`src/rtl/sysid_check_master.sv`:
```
// sysid_check_master: reads sysid word 0 (ID) and word 1 (timestamp) over Avalon-MM and flags mismatches.
// Define SYSID_CHECK_AUTOSTART_EN to run the check once automatically after reset.
module sysid_check_master #(
   parameter int                ADDR_W         = 32,
   parameter logic [ADDR_W-1:0] BASE_ADDR      = '0,
   parameter logic [31:0]       EXPECTED_ID    = 32'd0,
   parameter logic [31:0]       EXPECTED_TS    = 32'd1671069002,
   parameter int                TIMEOUT_CYCLES = 1024
) (
   input  logic              clock,
   input  logic              reset_n,
   input  logic              start,
   output logic [ADDR_W-1:0] avm_address,
   output logic              avm_read,
   input  logic              avm_waitrequest,
   input  logic [31:0]       avm_readdata,
   input  logic              avm_readdatavalid,
   output logic              busy,
   output logic              done,
   output logic              pass,
   output logic              id_ok,
   output logic              ts_ok,
   output logic              timeout,
   output logic [31:0]       id_value,
   output logic [31:0]       ts_value
);
   typedef enum logic [2:0] {IDLE, RD_ID, WT_ID, RD_TS, WT_TS, FIN} state_t;
   localparam int CW = $clog2(TIMEOUT_CYCLES + 1);
   localparam logic [CW-1:0] LIMIT = CW'(TIMEOUT_CYCLES - 1);
   localparam logic [ADDR_W-1:0] TS_ADDR = BASE_ADDR + ADDR_W'(4);
   state_t state, state_n;
   logic [CW-1:0] cnt, cnt_n;
   logic [ADDR_W-1:0] addr_n;
   logic read_n, busy_n, done_n, pass_n, id_ok_n, ts_ok_n, timeout_n, go;
   logic [31:0] id_value_n, ts_value_n;
`ifdef SYSID_CHECK_AUTOSTART_EN
   logic pend;
   always_ff @(posedge clock)
      pend <= !reset_n;
   assign go = start | pend;
`else
   assign go = start;
`endif
   always_comb begin
      state_n = state;
      cnt_n = (cnt == LIMIT) ? cnt : cnt + 1'b1;
      read_n = avm_read;
      addr_n = avm_address;
      done_n = done;
      pass_n = pass;
      id_ok_n = id_ok;
      ts_ok_n = ts_ok;
      timeout_n = timeout;
      id_value_n = id_value;
      ts_value_n = ts_value;
      case (state)
         IDLE: if (go) begin
            state_n = RD_ID;
            cnt_n = '0;
            read_n = 1'b1;
            addr_n = BASE_ADDR;
            done_n = 1'b0;
            pass_n = 1'b0;
            id_ok_n = 1'b0;
            ts_ok_n = 1'b0;
            timeout_n = 1'b0;
            id_value_n = '0;
            ts_value_n = '0;
         end
         RD_ID, RD_TS: if (!avm_waitrequest) begin
            state_n = (state == RD_ID) ? WT_ID : WT_TS;
            read_n = 1'b0;
         end else if (cnt == LIMIT) begin
            state_n = FIN;
            read_n = 1'b0;
            timeout_n = 1'b1;
         end
         WT_ID: if (avm_readdatavalid) begin
            id_value_n = avm_readdata;
            id_ok_n = avm_readdata == EXPECTED_ID;
            state_n = RD_TS;
            cnt_n = '0;
            read_n = 1'b1;
            addr_n = TS_ADDR;
         end else if (cnt == LIMIT) begin
            state_n = FIN;
            timeout_n = 1'b1;
         end
         WT_TS: if (avm_readdatavalid) begin
            ts_value_n = avm_readdata;
            ts_ok_n = avm_readdata == EXPECTED_TS;
            state_n = FIN;
         end else if (cnt == LIMIT) begin
            state_n = FIN;
            timeout_n = 1'b1;
         end
         default: state_n = IDLE;
      endcase
      // pass is latched together with done so it is valid the first cycle done is seen
      if (state != FIN && state_n == FIN) begin
         done_n = 1'b1;
         pass_n = id_ok_n & ts_ok_n & ~timeout_n;
      end
      busy_n = state_n != IDLE && state_n != FIN;
   end
   always_ff @(posedge clock)
      if (!reset_n) begin
         state <= IDLE;
         cnt <= '0;
         avm_read <= 1'b0;
         avm_address <= BASE_ADDR;
         busy <= 1'b0;
         done <= 1'b0;
         pass <= 1'b0;
         id_ok <= 1'b0;
         ts_ok <= 1'b0;
         timeout <= 1'b0;
         id_value <= '0;
         ts_value <= '0;
      end else begin
         state <= state_n;
         cnt <= cnt_n;
         avm_read <= read_n;
         avm_address <= addr_n;
         busy <= busy_n;
         done <= done_n;
         pass <= pass_n;
         id_ok <= id_ok_n;
         ts_ok <= ts_ok_n;
         timeout <= timeout_n;
         id_value <= id_value_n;
         ts_value <= ts_value_n;
      end
endmodule

```
`config.mk`:
```
export PLATFORM = sky130hd
export DESIGN_NAME = sysid_check_master
export DESIGN_NICKNAME = d
export VERILOG_FILES = /design/src/rtl/sysid_check_master.sv
export SDC_FILE = /design/constraint.sdc
export NUM_CORES = 1
export LEC_CHECK = 0
export BUFFER_PORTS_ARGS = -buffer_cell sky130_fd_sc_hd__clkbuf_2
export CAP_MARGIN = 5
export CELL_PAD_IN_SITES_DETAIL_PLACEMENT = 0
export CELL_PAD_IN_SITES_GLOBAL_PLACEMENT = 1
export CORE_ASPECT_RATIO = 1.5
export CORE_MARGIN = 4
export CORE_UTILIZATION = 36
export CTS_CLUSTER_SIZE = 24
export DETAILED_ROUTE_END_ITERATION = 8
export PLACE_DENSITY = 0.84
export SLEW_MARGIN = 0
export SYNTH_ARGS = -nofsm -noshare
export SYNTH_HDL_FRONTEND = slang
export SYNTH_SLANG_ARGS = --single-unit
```
`constraint.sdc`:
```
create_clock -name clock -period 2.29 [get_ports clock]
set_input_delay 0.1145 -clock clock [delete_from_list [all_inputs] [get_ports clock]]
set_output_delay 0.1145 -clock clock [all_outputs]
set_load 0.05 [all_outputs]
```
======== After elaboration in Yosys (flattened, before gate mapping) ========
Cells that the tools add are included.
W data, S select, Z words.
storage, ports and cells
  output and inout bits ................... 103
  RAM bits ................................ 0
  bits of input ports ..................... 37
  memories kept ........................... 0
  memory bits (read-only) ................. 0
  flip-flop bits (word level) ............. 117
  latch bits .............................. 0
  word-level logic and storage cells ...... 82
operators by class
  bitwise gates (word level) .............. 3
  magnitude comparators ................... 0
  div/mod/pow operators ................... 0
  $add $sub $neg .......................... 1
  mux-type cells .......................... 37
  equality and inequality tests ........... 13
  reduce and logical (&&, ||, !) cells .... 16
  shift-type cells ........................ 0
  multiply operators ...................... 0
operator list
  cell                     number
  $pmux W32 S2             3
  $mux W32                 3
  $mux W11                 3
  $eq A32 B31 Y1 const B   1
  $logic_not A32 Y1        1
  $pmux W11 S2             1
  $mux W3                  6
  $mux W1                  16
  $pmux W3 S4              1
  $add A11 B1 Y11 const B  1
  $eq A11 B10 Y1 const B   1
  $ne A3 B3 Y1 const B     3
  $reduce_bool A2 Y1       4
  $eq A3 B2 Y1 const B     2
  $eq A3 B3 Y1 const B     2
  $ne A2 B2 Y1 const B     3
  $pmux W1 S3              2
  $reduce_and A3 Y1        2
  $reduce_bool A3 Y1       2
  $pmux W1 S2              2
  $reduce_and A4 Y1        1
  $reduce_or A2 Y1         2
  $eq A3 B1 Y1 const B     1
  $logic_not A3 Y1         1
  other kinds (4)          6

======== Longest topological paths before layout ========
  word-level depth ........................ 8
  mapped depth ............................ 8
  depth with buffers taken out ............ 6

======== Worst setup path after synthesis ========
No wires, ideal clock.
  path type ............................... reg2reg
  from .................................... reg cnt[0]
  to ...................................... reg busy
  arrival time ............................ 1.652 ns
  required time ........................... 2.174 ns
  stages on the path, launching flop included .. 9
  clock period less this slack ............ 1.769 ns
  buffers on the path ..................... 2
  setup time .............................. 0.116 ns
  path slack .............................. 0.521 ns
  cell sequence ........................... dfxtp_1 ha_1 and3_1 clkbuf_2 and4_1 buf_4 a211oi_2 nand2_1 o211a_1
on the way
  cells in the longest elaborated chain, start to end .. 6
  elaborated cells between the ends (all ways) .. 9
  those cells by class .................... eq/ne (2); mux (5); reduce/logical (2)
ends and longest elaborated chain
  what                                                line        source
  from (decl)                                         32          logic [CW-1:0] cnt, cnt_n;
  from (signal assigned)                              122         cnt <= cnt_n;
  $eq A11 B10 Y1 (*)                                  73, 85, 93
  $mux W3 (*)                                         73, 85, 93
  $mux W3, on equally long branches                   89, 70, 78
  $pmux W3 S4 (*)                                     56          case (state)
  $ne A3 B3 Y1 or $reduce_bool A3 Y1 (tied branches)  104         busy_n = state_n != IDLE && state_n != FIN;
  $logic_and A1 B1 Y1 (*)                             104
  to (signal assigned)                                125         busy <= busy_n;
  to (decl)                                           18          output logic busy,
Mark *: on every way between the ends. The rest lies on a longest branch, timed or not.
A chain may end at the register's enable or synchronous reset.

======== Worst setup path after layout ========
  from .................................... reg state[1]
  to ...................................... reg cnt[10]
on the way
  cells in the longest elaborated chain, start to end .. 2
  elaborated cells between the ends (all ways) .. 3
  those cells by class .................... eq/ne (1); mux (1); reduce/logical (1)
ends and longest elaborated chain
  what                                              line  source
  from (decl)                                       31    state_t state, state_n;
  from (signal assigned)                            121   state <= state_n;
  $eq A3 B2 Y1 or $logic_not A3 Y1 (tied branches)  56
  $pmux W11 S2 (*)                                  56
Marked as above.

==> run summary <==
outcome: finished, final reports clean
average size of a mapped cell: 9.19 um^2
IO Pins: 140
Async SR Flop Fraction: 0%
Gate power share: 12.6%
leakage: 1.91 nW
worst path arrival time: 2.29 ns
crit-path cells: mux2i_1, nand2b_1, and2_1, buf_4, nand2_1, a41oi_1
row count: 44
number of port buffers: 108
Crit-path slowest cell: dfxtp_1
synth unique cells: 47
Max Freq: 0.493 GHz
crit path capture type: flop
GPL Wtd Cong: 0.819
Critical Path Max Stage Delay: 0.58 ns
peak supply drop: 0.467 mV
Post-DP HPWL: 7830 um
area share of the largest cell type after synthesis: 46.9%
sequential power share: 45.3%
Via density: 5.19
post-synth design cell area: 3670 um^2
final critical-path share of the clock period: 88.5%
routed wl met2: 5390 um
commonest register cell after synthesis: dfxtp_1
CTS tree: built
commonest non-fill, non-tap cells in the layout: clkbuf_2, dfxtp_1, nand2_1, nand3_1
Worst Max-Slew Pin Slew: 0.529 ns
initial antenna violation count: 0
Final Slew Violations: 0
die height: 132 um
R2R setup slack: 0.26 ns
delay-heaviest family, CP: flip-flops
grt total ovfl: 0
Startpoint Class: flop
WL met1: 4160 um
dominant cell type by area after synthesis: dfxtp_1
Pint: 2.48 mW
ANT nets after route: 0
CTS Sinks: 86
clock share of power: 42.0%
Top Metal Used: met4
Longest Clk Path Bufs: 2
TNS Setup: 0 ns
Crit path depth: 6
area delta synth->final: 21.9%
TritonRoute pass-1 iters: 4
global-route wire length before repair: 16700 um
hold bufs inserted after CTS: 0
Max Cap Viol: 0
crit path time final: 2.03 ns
FF-to-FF path depth: 6
share of cells above drive strength 1: 27.5%
Sw Share: 27.3%
largest net degree at the start of global routing: 31
Root Driver: clkbuf_16
die extent in x: 90.4 um
core area: 9800 um^2
post_cts resized: 0
worst skew pair latency: 0.34 ns
Post-synth EDFFs: 0
max_slew headroom: 64.8%
Crit Path Class: flop to flop
H-tree depth: 3
metal3 WL: 548 um
via count: 3204
vias in the first global route: 3166
final setup fails: 0
WHS Path Cells: 2
total power: 3.41 mW
Remaining DRCs: 0
GRT Overall Usage: 17.6%
Crit path buffers/inverters: 1
number of CTS-inserted buffers: 9
PD cells: 762 nW/um^2
Setup Fix Bufs, Post-CTS: 0
Ys Warns: 0
Final nets: 536
final wirelength: 10300 um
Mapped Cells: 399
RSZ-0062 raised after global routing: no
Ant. Diodes: 0
Clock transition at path regs: 0.06 ns
crit path max fanout: 28
drt wl/cell: 16.7 um
Initial Util: 37.4%
final hold slack: 0.0225 ns
largest cells by area after synthesis: dfxtp_1, buf_4, a22o_1
Worst Skew: 0.00601 ns
commonest non-fill, non-tap cell in the layout: clkbuf_2
CP Data Required Time: 2.55 ns
Worst Hold Class: input port to flop
sequential share of the synthesized area: 46.9%
NetSw: 0.929 mW
die area: 11900 um^2
Seq cells post-synth: 86
drt initial violations: 144
final hold violation count: 0
-- registers in the layout (all words and copies together), names as in the netlist, 3 cells and up --
signal,flops
id_value,32
ts_value,32
cnt,11
state,3
-- worst reg2reg max path, stage by stage, from the launching register on --
cell      delay (ns)
dfxtp_1         0.58
mux2i_1         0.37
nand2b_1        0.29
and2_1          0.16
buf_4           0.30
nand2_1         0.10
a41oi_1         0.15
-- cells in the mapped netlist (all sizes together), types with 3 or more instances --
| cell | n |
|---|---|
| buf | 42 |
| dfxtp | 86 |
| nor2 | 12 |
| and3 | 5 |
| nor2b | 11 |
| o31ai | 3 |
| a22o | 27 |
| a22oi | 5 |
| a211oi | 3 |
| clkbuf | 18 |
| xnor2 | 3 |
| nor4 | 6 |
| nor3 | 7 |
| and2 | 4 |
| nand2b | 7 |
| nand4 | 8 |
| o21ai | 4 |
| nand3 | 36 |
| xor2 | 3 |
| a21oi | 11 |
| nand2 | 42 |
| a21boi | 31 |
-- routing by layer --
metal	global-route usage (%)	up-vias
li1	-	1559
met1	20.0	1532
met2	31.3	98
met3	4.46	15
met4	7.24	0
met5	0	-
-- power groups by stage --
stage	registers (mW)	logic, mW	clock network [mW]
after global placement	1.58	0.425	0
final	1.55	0.430	1.43
after detailed placement	1.58	0.430	0
after CTS	1.55	0.430	1.46
after global routing	1.55	0.459	1.53
after floorplan	1.62	0.295	0
-- kinds of logic after synthesis --
kind of cell / Yosys count / synth area share (%)
DFF: 86 / 46.9
muxes: 2 / 0.546
xor gates and xnor gates: 6 / 1.43
other: 1 / 0.102
AOI/OAI and AO/OA: 94 / 19.7
adders and majority gates: 1 / 0.341
buffers and inverters: 62 / 10.2
and+or+nand+nor: 147 / 20.7
-- path summary, 6_finish.rpt --
check,endpoint,from
max reg2reg,cnt[10],state[1]
max,cnt[10],state[1]
min,id_value[18],avm_readdata[18]
min reg2reg,cnt[10],cnt[10]
-- through the flow --
step	instances	setup WS, ns	instance area [um^2]	utilization, %
2_1_floorplan	429	0.521	3780	-
3_3_place_gp	602	0.344	4180	42.7
5_1_grt	617	0.0618	4470	45.6
4_1_cts	617	0.250	4470	45.6
6_report	617	0.262	4470	45.6
3_5_place_dp	602	0.270	4180	42.7
-- area by class of cell --
class,instances,area [um^2]
Fill cell,991,5330
Sequential cell,86,1720
Multi-Input combinational cell,281,1690
Timing Repair Buffer,118,616
Clock buffer,11,243
Tap cell,115,144
Clock inverter,4,47.5
Inverter,2,7.51
Power figures use the tool's default switching activity.
